**src/rtl/debug_pkg.sv**
```systemverilog
// Shared state encoding, command bytes and defaults for the debug dump sequencer.
package debug_pkg;

  typedef enum logic [3:0] {
    ST_IDLE       = 4'd0,
    ST_RUN        = 4'd1,
    ST_STEP       = 4'd2,
    ST_SEND_PC    = 4'd3,
    ST_SEND_REG   = 4'd4,
    ST_SEND_MEM   = 4'd5,
    ST_SEND_LATCH = 4'd6,
    ST_SEND_CSUM  = 4'd7,
    ST_WAIT       = 4'd8,
    ST_DONE       = 4'd9
  } state_t;

  localparam logic [7:0] CMD_DUMP = 8'h44;
  localparam logic [7:0] CMD_STEP = 8'h53;
  localparam logic [7:0] CMD_RUN  = 8'h52;
  localparam logic [7:0] CMD_HALT = 8'h48;

  localparam int          DEFAULT_NUM_STAGES = 5;
  localparam logic [19:0] DEFAULT_STAGE_SIGS = {4'd2, 4'd6, 4'd6, 4'd4, 4'd2};

  function automatic logic is_send(input state_t s);
    return (s == ST_SEND_PC) || (s == ST_SEND_REG) || (s == ST_SEND_MEM) ||
           (s == ST_SEND_LATCH) || (s == ST_SEND_CSUM);
  endfunction

endpackage

```
**src/rtl/debug_dump_sequencer_if.sv**
```systemverilog
// Command, snapshot-read and UART transmit signals of the debug dump sequencer.
interface debug_dump_sequencer_if #(
  parameter int DATA_W = 32,
  parameter int REG_AW = 5
);
  logic              cmd_valid;
  logic [7:0]        cmd;
  logic [DATA_W-1:0] pc;
  logic [DATA_W-1:0] reg_data;
  logic [DATA_W-1:0] mem_data;
  logic [DATA_W-1:0] latch_data;
  logic              tx_ready;
  logic [REG_AW-1:0] reg_addr;
  logic [DATA_W-1:0] mem_addr;
  logic [2:0]        latch_stage;
  logic [3:0]        latch_sig;
  logic              tx_start;
  logic [DATA_W-1:0] tx_data;
  logic              debug_on;
  logic              stop_pc;
  logic              busy;

  modport master (
    input  cmd_valid, cmd, pc, reg_data, mem_data, latch_data, tx_ready,
    output reg_addr, mem_addr, latch_stage, latch_sig, tx_start, tx_data,
           debug_on, stop_pc, busy
  );

  modport slave (
    output cmd_valid, cmd, pc, reg_data, mem_data, latch_data, tx_ready,
    input  reg_addr, mem_addr, latch_stage, latch_sig, tx_start, tx_data,
           debug_on, stop_pc, busy
  );
endinterface

```
**src/rtl/debug_latch_walker.sv**
```systemverilog
// Stage/signal select counter for the pipeline-latch part of a dump.
// last flags the final signal of the final stage.
module debug_latch_walker
  import debug_pkg::*;
#(
  parameter int                        NUM_STAGES = DEFAULT_NUM_STAGES,
  parameter logic [4*NUM_STAGES-1:0]   STAGE_SIGS = DEFAULT_STAGE_SIGS
) (
  input  logic       clk,
  input  logic       rst,
  input  logic       clr,
  input  logic       adv,
  output logic [2:0] stage,
  output logic [3:0] sig,
  output logic       last
);

  logic [2:0] stage_r;
  logic [3:0] sig_r;
  logic [3:0] lim_s;
  logic       stage_end_s;

  function automatic logic [3:0] stage_limit(input logic [2:0] s);
    logic [3:0] l;
    l = 4'd1;
    for (int i = 0; i < NUM_STAGES; i++) begin
      l = (s == 3'(i)) ? STAGE_SIGS[4*i +: 4] : l;
    end
    return l;
  endfunction

  // Limit lookup and end-of-stage / end-of-walk flags.
  always_comb begin
    lim_s       = stage_limit(stage_r);
    stage_end_s = (sig_r == (lim_s - 4'd1));
    last        = stage_end_s && (stage_r == 3'(NUM_STAGES - 1));
  end

  // Counter pair: sig rolls into the next stage, whole walk rolls back to (0,0).
  always_ff @(posedge clk or posedge rst) begin
    if (rst) begin
      stage_r <= 3'd0;
      sig_r   <= 4'd0;
    end else if (clr) begin
      stage_r <= 3'd0;
      sig_r   <= 4'd0;
    end else if (adv) begin
      if (last) begin
        stage_r <= 3'd0;
        sig_r   <= 4'd0;
      end else if (stage_end_s) begin
        stage_r <= stage_r + 3'd1;
        sig_r   <= 4'd0;
      end else begin
        sig_r   <= sig_r + 4'd1;
      end
    end
  end

  assign stage = stage_r;
  assign sig   = sig_r;

endmodule

```
**src/rtl/debug_dump_sequencer.sv**
```systemverilog
// Command-driven halt/step/run control and snapshot streamer toward the UART.
// Optional trailing XOR checksum word: define DEBUG_CHECKSUM_EN.
module debug_dump_sequencer
  import debug_pkg::*;
#(
  parameter int                      DATA_W     = 32,
  parameter int                      NUM_REGS   = 32,
  parameter logic [DATA_W-1:0]       MEM_BASE   = '0,
  parameter int                      MEM_WORDS  = 20,
  parameter int                      NUM_STAGES = DEFAULT_NUM_STAGES,
  parameter logic [4*NUM_STAGES-1:0] STAGE_SIGS = DEFAULT_STAGE_SIGS
) (
  input  logic                   clk,
  input  logic                   rst,
  debug_dump_sequencer_if.master bus
);

  localparam int                REG_AW   = (NUM_REGS > 1) ? $clog2(NUM_REGS) : 1;
  localparam logic [REG_AW-1:0] REG_LAST = REG_AW'(NUM_REGS - 1);
  localparam logic [DATA_W-1:0] MEM_LAST = MEM_BASE + DATA_W'(MEM_WORDS - 1);

  state_t            state_r, state_s, cur_send_r;
  logic              from_run_r;
  logic [REG_AW-1:0] reg_addr_r;
  logic [DATA_W-1:0] mem_addr_r;
  logic              tx_start_r;
  logic [DATA_W-1:0] tx_data_r;
  logic              debug_on_r, stop_pc_r, busy_r;
  logic [DATA_W-1:0] word_s;
  logic              ready_ok_s, dump_start_s;
  logic              walk_clr_s, walk_adv_s, walk_last_s;
  logic [2:0]        walk_stage_s;
  logic [3:0]        walk_sig_s;

`ifdef DEBUG_CHECKSUM_EN
  logic [DATA_W-1:0] csum_r;
`endif

  debug_latch_walker #(
    .NUM_STAGES (NUM_STAGES),
    .STAGE_SIGS (STAGE_SIGS)
  ) u_walker (
    .clk   (clk),
    .rst   (rst),
    .clr   (walk_clr_s),
    .adv   (walk_adv_s),
    .stage (walk_stage_s),
    .sig   (walk_sig_s),
    .last  (walk_last_s)
  );

  // Next-state and transmit-word selection.
  always_comb begin
    state_s      = state_r;
    word_s       = '0;
    // A ready pulse overlapping our own tx_start belongs to no word of ours.
    ready_ok_s   = (state_r == ST_WAIT) && bus.tx_ready && !tx_start_r;
    walk_clr_s   = (state_r == ST_DONE);
    walk_adv_s   = ready_ok_s && (cur_send_r == ST_SEND_LATCH);
    case (state_r)
      ST_IDLE: begin
        if (bus.cmd_valid) begin
          case (bus.cmd)
            CMD_RUN:  state_s = ST_RUN;
            CMD_STEP: state_s = ST_STEP;
            CMD_DUMP: state_s = ST_SEND_PC;
            default:  state_s = ST_IDLE;
          endcase
        end else begin
          state_s = ST_IDLE;
        end
      end
      ST_RUN: begin
        if (bus.cmd_valid) begin
          case (bus.cmd)
            CMD_HALT: state_s = ST_IDLE;
            CMD_DUMP: state_s = ST_SEND_PC;
            default:  state_s = ST_RUN;
          endcase
        end else begin
          state_s = ST_RUN;
        end
      end
      ST_STEP:       state_s = ST_SEND_PC;
      ST_SEND_PC:    begin word_s = bus.pc;         state_s = ST_WAIT; end
      ST_SEND_REG:   begin word_s = bus.reg_data;   state_s = ST_WAIT; end
      ST_SEND_MEM:   begin word_s = bus.mem_data;   state_s = ST_WAIT; end
      ST_SEND_LATCH: begin word_s = bus.latch_data; state_s = ST_WAIT; end
`ifdef DEBUG_CHECKSUM_EN
      ST_SEND_CSUM:  begin word_s = csum_r;         state_s = ST_WAIT; end
`endif
      ST_WAIT: begin
        if (ready_ok_s) begin
          case (cur_send_r)
            ST_SEND_PC:    state_s = ST_SEND_REG;
            ST_SEND_REG:   state_s = (reg_addr_r == REG_LAST) ? ST_SEND_MEM : ST_SEND_REG;
            ST_SEND_MEM:   state_s = (mem_addr_r == MEM_LAST) ? ST_SEND_LATCH : ST_SEND_MEM;
`ifdef DEBUG_CHECKSUM_EN
            ST_SEND_LATCH: state_s = walk_last_s ? ST_SEND_CSUM : ST_SEND_LATCH;
`else
            ST_SEND_LATCH: state_s = walk_last_s ? ST_DONE : ST_SEND_LATCH;
`endif
            default:       state_s = ST_DONE;
          endcase
        end else begin
          state_s = ST_WAIT;
        end
      end
      ST_DONE:       state_s = from_run_r ? ST_RUN : ST_IDLE;
      default:       state_s = ST_IDLE;
    endcase
    dump_start_s = (state_s == ST_SEND_PC) && (state_r != ST_SEND_PC);
  end

  // State, return bookkeeping and registered status/transmit outputs.
  always_ff @(posedge clk or posedge rst) begin
    if (rst) begin
      state_r    <= ST_IDLE;
      cur_send_r <= ST_IDLE;
      from_run_r <= 1'b0;
      tx_start_r <= 1'b0;
      tx_data_r  <= '0;
      debug_on_r <= 1'b0;
      stop_pc_r  <= 1'b1;
      busy_r     <= 1'b0;
    end else begin
      state_r    <= state_s;
      cur_send_r <= is_send(state_r) ? state_r : cur_send_r;
      if (dump_start_s) begin
        from_run_r <= (state_r == ST_RUN);
      end
      tx_start_r <= is_send(state_r);
      if (is_send(state_r)) begin
        tx_data_r <= word_s;
      end
      debug_on_r <= is_send(state_s) || (state_s == ST_WAIT);
      stop_pc_r  <= !((state_s == ST_RUN) || (state_s == ST_STEP));
      busy_r     <= !((state_s == ST_IDLE) || (state_s == ST_RUN));
    end
  end

  // Register and memory read addresses; they move only when a word is retired.
  always_ff @(posedge clk or posedge rst) begin
    if (rst) begin
      reg_addr_r <= '0;
      mem_addr_r <= '0;
    end else if (state_r == ST_DONE) begin
      reg_addr_r <= '0;
      mem_addr_r <= '0;
    end else if (dump_start_s) begin
      reg_addr_r <= '0;
      mem_addr_r <= MEM_BASE;
    end else if (ready_ok_s && (cur_send_r == ST_SEND_REG)) begin
      reg_addr_r <= (reg_addr_r == REG_LAST) ? '0 : reg_addr_r + REG_AW'(1);
    end else if (ready_ok_s && (cur_send_r == ST_SEND_MEM)) begin
      mem_addr_r <= (mem_addr_r == MEM_LAST) ? '0 : mem_addr_r + DATA_W'(1);
    end
  end

`ifdef DEBUG_CHECKSUM_EN
  // Running XOR of every word sent in this dump.
  always_ff @(posedge clk or posedge rst) begin
    if (rst) begin
      csum_r <= '0;
    end else if (dump_start_s) begin
      csum_r <= '0;
    end else if (is_send(state_r) && (state_r != ST_SEND_CSUM)) begin
      csum_r <= csum_r ^ word_s;
    end
  end
`endif

  assign bus.reg_addr    = reg_addr_r;
  assign bus.mem_addr    = mem_addr_r;
  assign bus.latch_stage = walk_stage_s;
  assign bus.latch_sig   = walk_sig_s;
  assign bus.tx_start    = tx_start_r;
  assign bus.tx_data     = tx_data_r;
  assign bus.debug_on    = debug_on_r;
  assign bus.stop_pc     = stop_pc_r;
  assign bus.busy        = busy_r;

endmodule

```
**src/flat_wrapper.sv**
```systemverilog
// flat-port wrapper written by rule: the top's interface ports become plain ports
module debug_dump_sequencer_flat import debug_pkg::*;
#(
  parameter int                      DATA_W     = 32,
  parameter int                      NUM_REGS   = 32,
  parameter logic [DATA_W-1:0]       MEM_BASE   = '0,
  parameter int                      MEM_WORDS  = 20,
  parameter int                      NUM_STAGES = DEFAULT_NUM_STAGES,
  parameter logic [4*NUM_STAGES-1:0] STAGE_SIGS = DEFAULT_STAGE_SIGS
)
  (clk, rst, bus_cmd_valid, bus_cmd, bus_pc, bus_reg_data, bus_mem_data, bus_latch_data, bus_tx_ready, bus_reg_addr, bus_mem_addr, bus_latch_stage, bus_latch_sig, bus_tx_start, bus_tx_data, bus_debug_on, bus_stop_pc, bus_busy);
  debug_dump_sequencer_if #(.DATA_W(DATA_W), .REG_AW(5)) bus_i ();
  input  logic clk;
  input  logic rst;
  input wire logic [$bits(bus_i.cmd_valid)-1:0] bus_cmd_valid;
  input wire logic [$bits(bus_i.cmd)-1:0] bus_cmd;
  input wire logic [$bits(bus_i.pc)-1:0] bus_pc;
  input wire logic [$bits(bus_i.reg_data)-1:0] bus_reg_data;
  input wire logic [$bits(bus_i.mem_data)-1:0] bus_mem_data;
  input wire logic [$bits(bus_i.latch_data)-1:0] bus_latch_data;
  input wire logic [$bits(bus_i.tx_ready)-1:0] bus_tx_ready;
  output wire logic [$bits(bus_i.reg_addr)-1:0] bus_reg_addr;
  output wire logic [$bits(bus_i.mem_addr)-1:0] bus_mem_addr;
  output wire logic [$bits(bus_i.latch_stage)-1:0] bus_latch_stage;
  output wire logic [$bits(bus_i.latch_sig)-1:0] bus_latch_sig;
  output wire logic [$bits(bus_i.tx_start)-1:0] bus_tx_start;
  output wire logic [$bits(bus_i.tx_data)-1:0] bus_tx_data;
  output wire logic [$bits(bus_i.debug_on)-1:0] bus_debug_on;
  output wire logic [$bits(bus_i.stop_pc)-1:0] bus_stop_pc;
  output wire logic [$bits(bus_i.busy)-1:0] bus_busy;
  assign bus_i.cmd_valid = bus_cmd_valid;
  assign bus_i.cmd = bus_cmd;
  assign bus_i.pc = bus_pc;
  assign bus_i.reg_data = bus_reg_data;
  assign bus_i.mem_data = bus_mem_data;
  assign bus_i.latch_data = bus_latch_data;
  assign bus_i.tx_ready = bus_tx_ready;
  assign bus_reg_addr = bus_i.reg_addr;
  assign bus_mem_addr = bus_i.mem_addr;
  assign bus_latch_stage = bus_i.latch_stage;
  assign bus_latch_sig = bus_i.latch_sig;
  assign bus_tx_start = bus_i.tx_start;
  assign bus_tx_data = bus_i.tx_data;
  assign bus_debug_on = bus_i.debug_on;
  assign bus_stop_pc = bus_i.stop_pc;
  assign bus_busy = bus_i.busy;
  debug_dump_sequencer #(.DATA_W(DATA_W), .NUM_REGS(NUM_REGS), .MEM_BASE(MEM_BASE), .MEM_WORDS(MEM_WORDS), .NUM_STAGES(NUM_STAGES), .STAGE_SIGS(STAGE_SIGS)) u_core (.clk(clk), .rst(rst), .bus(bus_i));
endmodule
```
**config.mk**
```make
export PLATFORM = sky130hd
export DESIGN_NAME = debug_dump_sequencer_flat
export DESIGN_NICKNAME = d
export VERILOG_FILES = /design/src/rtl/debug_pkg.sv /design/src/rtl/debug_dump_sequencer_if.sv /design/src/rtl/debug_latch_walker.sv /design/src/rtl/debug_dump_sequencer.sv /design/src/flat_wrapper.sv
export SDC_FILE = /design/constraint.sdc
export NUM_CORES = 1
export LEC_CHECK = 0
export CORE_AREA = 2 2 110 112
export CTS_CLUSTER_SIZE = 28
export DETAILED_ROUTE_END_ITERATION = 8
export DIE_AREA = 0 0 112 114
export DONT_BUFFER_PORTS = 1
export GPL_TIMING_DRIVEN = 0
export SYNTH_ARGS = -nofsm -noshare
export SYNTH_HDL_FRONTEND = slang
export SYNTH_SLANG_ARGS = --single-unit
```
**constraint.sdc**
```tcl
create_clock -name clk -period 9.6 [get_ports clk]
set_input_delay 1.44 -clock clk [delete_from_list [all_inputs] [get_ports clk]]
set_output_delay 1.44 -clock clk [all_outputs]
set_load 0.01 [all_outputs]
```
---- Word level (Yosys, flattened, before mapping) ----
Index checks and enable logic that the tools add are counted.
word-level totals
  bits of input ports ..................... 140
  output and inout bits ................... 80
  bits in registers ....................... 89
cells by class
  $add $sub $neg .......................... 5
  muxes and demuxes ....................... 34
  equality and inequality tests ........... 34
  reduce and logical (&&, ||, !) cells .... 31
operators with widths
  kind                                                   count
  two-way mux 32 bit                                     5
  one-hot mux 32 bit (4 select lines)                    1
  equality test 4 x 3 -> 1 bit (second input constant)   11
  adder 32 x 1 -> 32 bit (second input constant)         1
  equality test 32 x 5 -> 1 bit (second input constant)  1
  equality test 8 x 7 -> 1 bit (second input constant)   4
  two-way mux 3 bit                                      8
  two-way mux 4 bit                                      6
  one-hot mux 4 bit (6 select lines)                     1
  equality test 4 x 2 -> 1 bit (second input constant)   5
  two-way mux 5 bit                                      4
  one-hot mux 4 bit (4 select lines)                     1
  equality test 4 bit (second input constant)            3
  logical OR 1 bit                                       11
  nonzero test 3 bit                                     3
  equality test 4 x 1 -> 1 bit (second input constant)   2
  zero test 4 bit                                        2
  two-way mux 2 bit                                      4
  logical AND 1 bit                                      7
  equality test 3 x 2 -> 1 bit (second input constant)   2
  one-hot mux 2 bit (3 select lines)                     1
  adder 5 x 1 -> 5 bit (second input constant)           1
  equality test 5 bit (second input constant)            1
  adder 4 x 1 -> 4 bit (second input constant)           1
  other kinds (14)                                       18

---- Logic depth before layout (Yosys ltp) ----
  depth in word-level cells ............... 19
  depth in mapped cells ................... 16
  mapped depth without buffers ............ 13

---- Hierarchy ----
From an unflattened synthesis, not the netlist that was laid out.
second synthesis, totals
  cells, all modules ...................... 533
  area, all modules ....................... 5087.4 um^2
by module, submodules not included
  module                times used  cells an instance  area an instance (um^2)  seq. area each (um^2)
  debug_dump_sequencer  1           463                4430.5                   2053.2
  debug_latch_walker    1           70                 656.9                    175.2

---- Least setup slack after synthesis ----
OpenSTA, ideal clock, no wires.
  path type ............................... in2reg
  start point ............................. input bus_cmd[7]
  end point ............................... register u_core.mem_addr_r[1], in the netlist u_core.bus.mem_addr[1]
  stages on the path ...................... 10
  path slack .............................. 5889 ps
  path buffers ............................ 2
  library setup time ...................... 132 ps
  data required time ...................... 9468 ps
  arrival ................................. 3579 ps
  cell sequence ........................... nand4bb_1 > nor4b_1 > a21oi_1 > a2111oi_2 > o311ai_4 > a211oi_4 > buf_2 > buf_2 > mux2i_1 > nor2_1
between the ends
  cells in the longest elaborated chain, start to end .. 8
  elaborated cells on any way between the ends .. 16
ends and longest elaborated chain
  what                                                                                      line                                                    source
  start: declaration                                                                        flat_wrapper.sv:16                                      input wire logic [$bits(bus_i.cmd)-1:0] bus_cmd;
  equality test 8 x 7 -> 1 bit (on tied branches)                                           debug_dump_sequencer.sv:63, debug_dump_sequencer.sv:75
  one-hot mux 2 bit (3 select lines) or one-hot mux 2 bit (2 select lines) (tied branches)  debug_dump_sequencer.sv:63, debug_dump_sequencer.sv:75
  two-way mux 2 bit (on tied branches)                                                      debug_dump_sequencer.sv:62, debug_dump_sequencer.sv:74
  one-hot mux 4 bit (6 select lines) (*)                                                    debug_dump_sequencer.sv:60                              case (state_r)
  net u_core.state_s[0]                                                                     debug_dump_sequencer.sv:22                              state_t state_r, state_s, cur_send_r;
  equality test 4 x 2 -> 1 bit (*)                                                          debug_dump_sequencer.sv:112                             dump_start_s = (state_s == ST_SEND_PC) && (state_r != ST_SEND_PC);
  logical AND 1 bit (*)                                                                     debug_dump_sequencer.sv:112
  != test 3 x 2 -> 1 bit (no source line) (tied with other cells)                           n/a
  AND reduction 2 bit (no source line) or two-way mux 32 bit (tied branches)                n/a
  end signal: assignment                                                                    debug_dump_sequencer.sv:156                             mem_addr_r <= (mem_addr_r == MEM_LAST) ? '0 : mem_addr_r + DATA_W'(1);
  end: declaration                                                                          debug_dump_sequencer.sv:25                              logic [DATA_W-1:0] mem_addr_r;
The timed path passes the listed nets; every way through them passes the cells marked *.
A chain may end at the register's enable or synchronous reset.

---- Worst setup path after layout ----
  start point ............................. register u_core.u_walker.stage_r[2], in the netlist u_core.u_walker.stage[2]
  end point ............................... register u_core.mem_addr_r[13], in the netlist u_core.bus.mem_addr[13]
between the ends
  cells in the longest elaborated chain, start to end .. 17
  elaborated cells on any way between the ends .. 24
ends and longest elaborated chain
  what                                                                        line                         source
  start: declaration                                                          debug_latch_walker.sv:18     logic [2:0] stage_r;
  start signal: assignment                                                    debug_latch_walker.sv:52     stage_r <= stage_r + 3'd1;
  zero test 3 bit                                                             debug_latch_walker.sv:27     l = (s == 3'(i)) ? STAGE_SIGS[4*i +: 4] : l;
  two-way mux 2 bit                                                           debug_latch_walker.sv:27
  two-way mux 3 bit (4 in a row)                                              debug_latch_walker.sv:27
  subtractor 3 x 1 -> 4 bit                                                   debug_latch_walker.sv:35     stage_end_s = (sig_r == (lim_s - 4'd1));
  equality test 4 bit                                                         debug_latch_walker.sv:35
  logical AND 1 bit (*)                                                       debug_latch_walker.sv:36     last = stage_end_s && (stage_r == 3'(NUM_STAGES - 1));
  two-way mux 4 bit (*)                                                       debug_dump_sequencer.sv:101  ST_SEND_LATCH: state_s = walk_last_s ? ST_DONE : ST_SEND_LATCH;
  one-hot mux 4 bit (4 select lines) (*)                                      debug_dump_sequencer.sv:94   case (cur_send_r)
  two-way mux 4 bit (*)                                                       debug_dump_sequencer.sv:93   if (ready_ok_s) begin
  one-hot mux 4 bit (6 select lines) (*)                                      debug_dump_sequencer.sv:60
  net u_core.state_s[0]                                                       debug_dump_sequencer.sv:22
  equality test 4 x 2 -> 1 bit (*)                                            debug_dump_sequencer.sv:112
  logical AND 1 bit (*)                                                       debug_dump_sequencer.sv:112
  != test 3 x 2 -> 1 bit (no source line) (tied with other cells)             n/a
  AND reduction 2 bit (no source line) or two-way mux 32 bit (tied branches)  n/a
Marked as above.

==> key figures <==
Outcome
  – Status: completed

Drt
  – Vias per cell: around 6.2
  – Total wire length: between 10,000 and 15,000 um
  – First DRT Iteration DRCs: ~310
  – Drt wl/cell: slightly above 20 um
  – Drt first pass iters: 5
  – Vias: ~4,500
  – Final ANT Viol Nets: 0
  – DR DRC count: 0

Logic synthesis
  – Post-Syn Area: 0.005119 mm^2
  – Top-count cell post-synth: dfrtp_1
  – YS warnings: 0
  – Post-synthesis sequential area ratio: a little over two fifths
  – Mapped Nets: slightly above 700
  – Yosys top cell area share: 43.02%
  – Top post-synthesis cells by count: dfrtp_1, a22oi_1, nand2_1, nand3_1, a21oi_1
  – Yosys cell types: 55
  – Mapped Avg Cell Area: ~9 um^2
  – EDFF count, synth: 0
  – FFs w/ async S/R, synth: between 90% and 100%
  – Yosys top cell by area: dfrtp_1
  – Mapped Cells: 569
  – #FFs+latches synth: between 80 and 90
  – Ys flop type: dfrtp_1
  – Area contributors post-synth: dfrtp_1, a22oi_1, nand3_1

Place
  – HPWL Detailed: roughly 11,000 um
  – Pre-CTS WS: 5.554 ns
  – PortBufs: 0
  – GP Congestion: 0.8121

GRT
  – Antenna violations before repair: 0
  – First-pass GRT wire length: 23,630 um
  – Vias in the first global route: roughly 4,600
  – Largest net degree at the start of global routing: 66
  – GRT overflow: 0
  – Aggregate global-route resource usage: around a quarter

Timing
  – Fmax: between 200 and 300 MHz
  – PnR worst setup slack: 5.684 ns
  – Slew Viols, Final: 0
  – Tightest Pin Transition: about 0.86 ns
  – Fin crit share: around 41%
  – Fin crit period: just under 4 ns
  – Setup-failing EPs final: 0
  – RSZ-0062 raised after global routing: no
  – Final Hold Fails: 0
  – Relative slew slack: between 40% and 50%
  – Sum Neg Setup Slack: 0 ns
  – Final worst clock skew: between 0.007 and 0.008 ns

Floorplanning
  – Initial Util: between 40% and 50%
  – Die Height: 114 um
  – Core area: roughly 0.012 mm^2
  – Io pins: 220
  – Die X: 112 um
  – Site Rows: 40
  – Die area: roughly 0.013 mm^2

Layout
  – Fillcell total: between 1,000 and 1,500
  – Nets: between 700 and 800
  – Share of layout cells above drive strength 1: 7.338%
  – # diodes: 0
  – Area Growth Syn to Fin: 9.949%

Hold path
  – Worst min path class: reg -> reg
  – Hold Path Depth: 2
  – Worst Hold Path EP: u_core.from_run_r
  – Worst Hold Launch: u_core.from_run_r

Clock tree
  – Worst-skew pair later-pin latency: approximately 0.34 ns
  – Post-CTS Hold Fix Bufs: 0
  – CTS tree: yes
  – Max Root-Sink Buffers: 2
  – CTS sink cnt: just under 90
  – Reg clk slew, reported paths: 0.06 ns
  – Setup Fix Bufs, Post-CTS: 0
  – CTS H-tree lvls: 3
  – CTS resizes: 0
  – Clock tree root driver cell: clkbuf_16
  – Num CTS Buffers: 9

Setup path
  – Worst r2r dst: u_core.bus.mem_addr[13]
  – Critical path type: reg -> reg
  – Worst Path Max Fanout: 10
  – Critical R2R Launch: u_core.u_walker.stage[2]
  – Worst Path Required: 9.81 ns
  – Crit path arrival time: 4.13 ns
  – Startpoint types: register
  – Flop-to-flop setup slack: approximately 5.7 ns
  – Nature of the critical path endpoint: register
  – R2r worst-path depth: 16

Power and ir drop
  – Pwr per Cell Area: approximately 160 mW/mm^2
  – Leakage: between 2 and 2.5 nW
  – Peak supply drop: between 0.00008 and 0.00009 V

Job
  – Max Cap Viol: 0
power by group:
group | total (W) | leakage [nW] | switching [W] | internal [W]
Combinational | 0.000107 | 1.04 | 0.0000639 | 0.0000434
Clock | 0.000347 | 0.142 | 0.000143 | 0.000204
Sequential | 0.000469 | 1.10 | 0.0000515 | 0.000417
layer usage:
| metal | routed length [um] | track usage [%] |
|---|---|---|
| met4 | 446 | 10.08 |
| met1 | 6174 | 28.80 |
| met2 | 7519 | 40.32 |
| met5 | 0 | 0 |
| met3 | 831 | 4.038 |
layout by cell type, fill, tap and decap left out, drive strengths merged, types with 11 or more instances in the layout:
| cell type | synthesis | routed |
|---|---|---|
| dfrtp | 88 | 88 |
| a22oi | 66 | 66 |
| a21oi | 38 | 38 |
| buf | 10 | 11 |
| clkbuf | 24 | 39 |
| o21ai | 28 | 28 |
| or3 | 23 | 23 |
| inv | 15 | 15 |
| nor2 | 29 | 29 |
| nand3 | 54 | 54 |
| nand2 | 58 | 58 |
| nand4 | 13 | 13 |
registers in the layout, indices dropped and copies added, names as in the netlist:
name and cells:
u_core.bus.busy 1, u_core.bus.tx_data 32, u_core.bus.reg_addr 5, u_core.u_walker.stage 3, u_core.state_r 4, u_core.cur_send_r 4, u_core.u_walker.sig 4, u_core.bus.tx_start 1
u_core.bus.debug_on 1, u_core.from_run_r 1, u_core.bus.stop_pc 1, u_core.bus.mem_addr 32
cells by family after synthesis:
group	share of synthesized area (%)
and+or+nand+nor	25.20
AOI/OAI and AO/OA	22.42
DFF	43.53
buffers and inverters	4.131
adders and majority gates	2.444
xor gates and xnor gates	1.027
muxes	1.247
worst max-delay path, cell delays in order, from the launching register on:
cell	delay [ns]
dfrtp_1	0.41
clkbuf_1	0.34
inv_1	0.08
ha_1	0.24
nor2_1	0.14
o21ai_0	0.11
ha_1	0.24
xnor2_1	0.26
o2111a_1	0.23
a211o_1	0.13
nand3_1	0.22
o311ai_4	0.45
a21oi_1	0.24
nand2b_1	0.14
buf_2	0.24
buf_2	0.27
a21oi_1	0.07
final cells by class:
| cell class | instances | area [um^2] | share of cell area, % |
|---|---|---|---|
| multi-input cells | 431 | 2679 | 47.60 |
| flip-flops and latches | 89 | 2228 | 39.60 |
| clock buffers | 15 | 287.8 | 5.113 |
| well taps | 147 | 183.9 | 3.268 |
| plain buffers | 34 | 155.1 | 2.757 |
| inverters | 15 | 58.81 | 1.045 |
| repair buffers | 1 | 27.53 | 0.4891 |
| clock inverters | 1 | 7.507 | 0.1334 |
through the flow:
stage,power (W),std cells,utilization [%],cell area [um^2],hold slack [ns]
after CTS,0.0009365,733,48.06,5628,0.5454
final,0.0009230,733,48.06,5628,0.5351
after global placement,0.0005802,716,45.28,5303,0.4911
after global routing,0.0009670,733,48.06,5628,0.5892
after floorplan,0.0005469,569,-,5119,0.4706
after detailed placement,0.0005842,717,45.53,5333,0.5307
worst max-delay path by stage:
stage	startpoint	end	slack [ns]	cells after the start
global route	u_core.u_walker.stage[2]	u_core.bus.mem_addr[20]	5.33	16
CTS	u_core.u_walker.stage[2]	u_core.bus.mem_addr[13]	5.71	16
finish	u_core.u_walker.stage[2]	u_core.bus.mem_addr[13]	5.68	16
floorplan	rst	u_core.bus.busy	5.85	1
global placement	rst	u_core.bus.tx_start	4.76	1
detailed placement	bus_cmd[7]	u_core.bus.mem_addr[1]	5.55	10
Power figures use the tool's default switching activity.
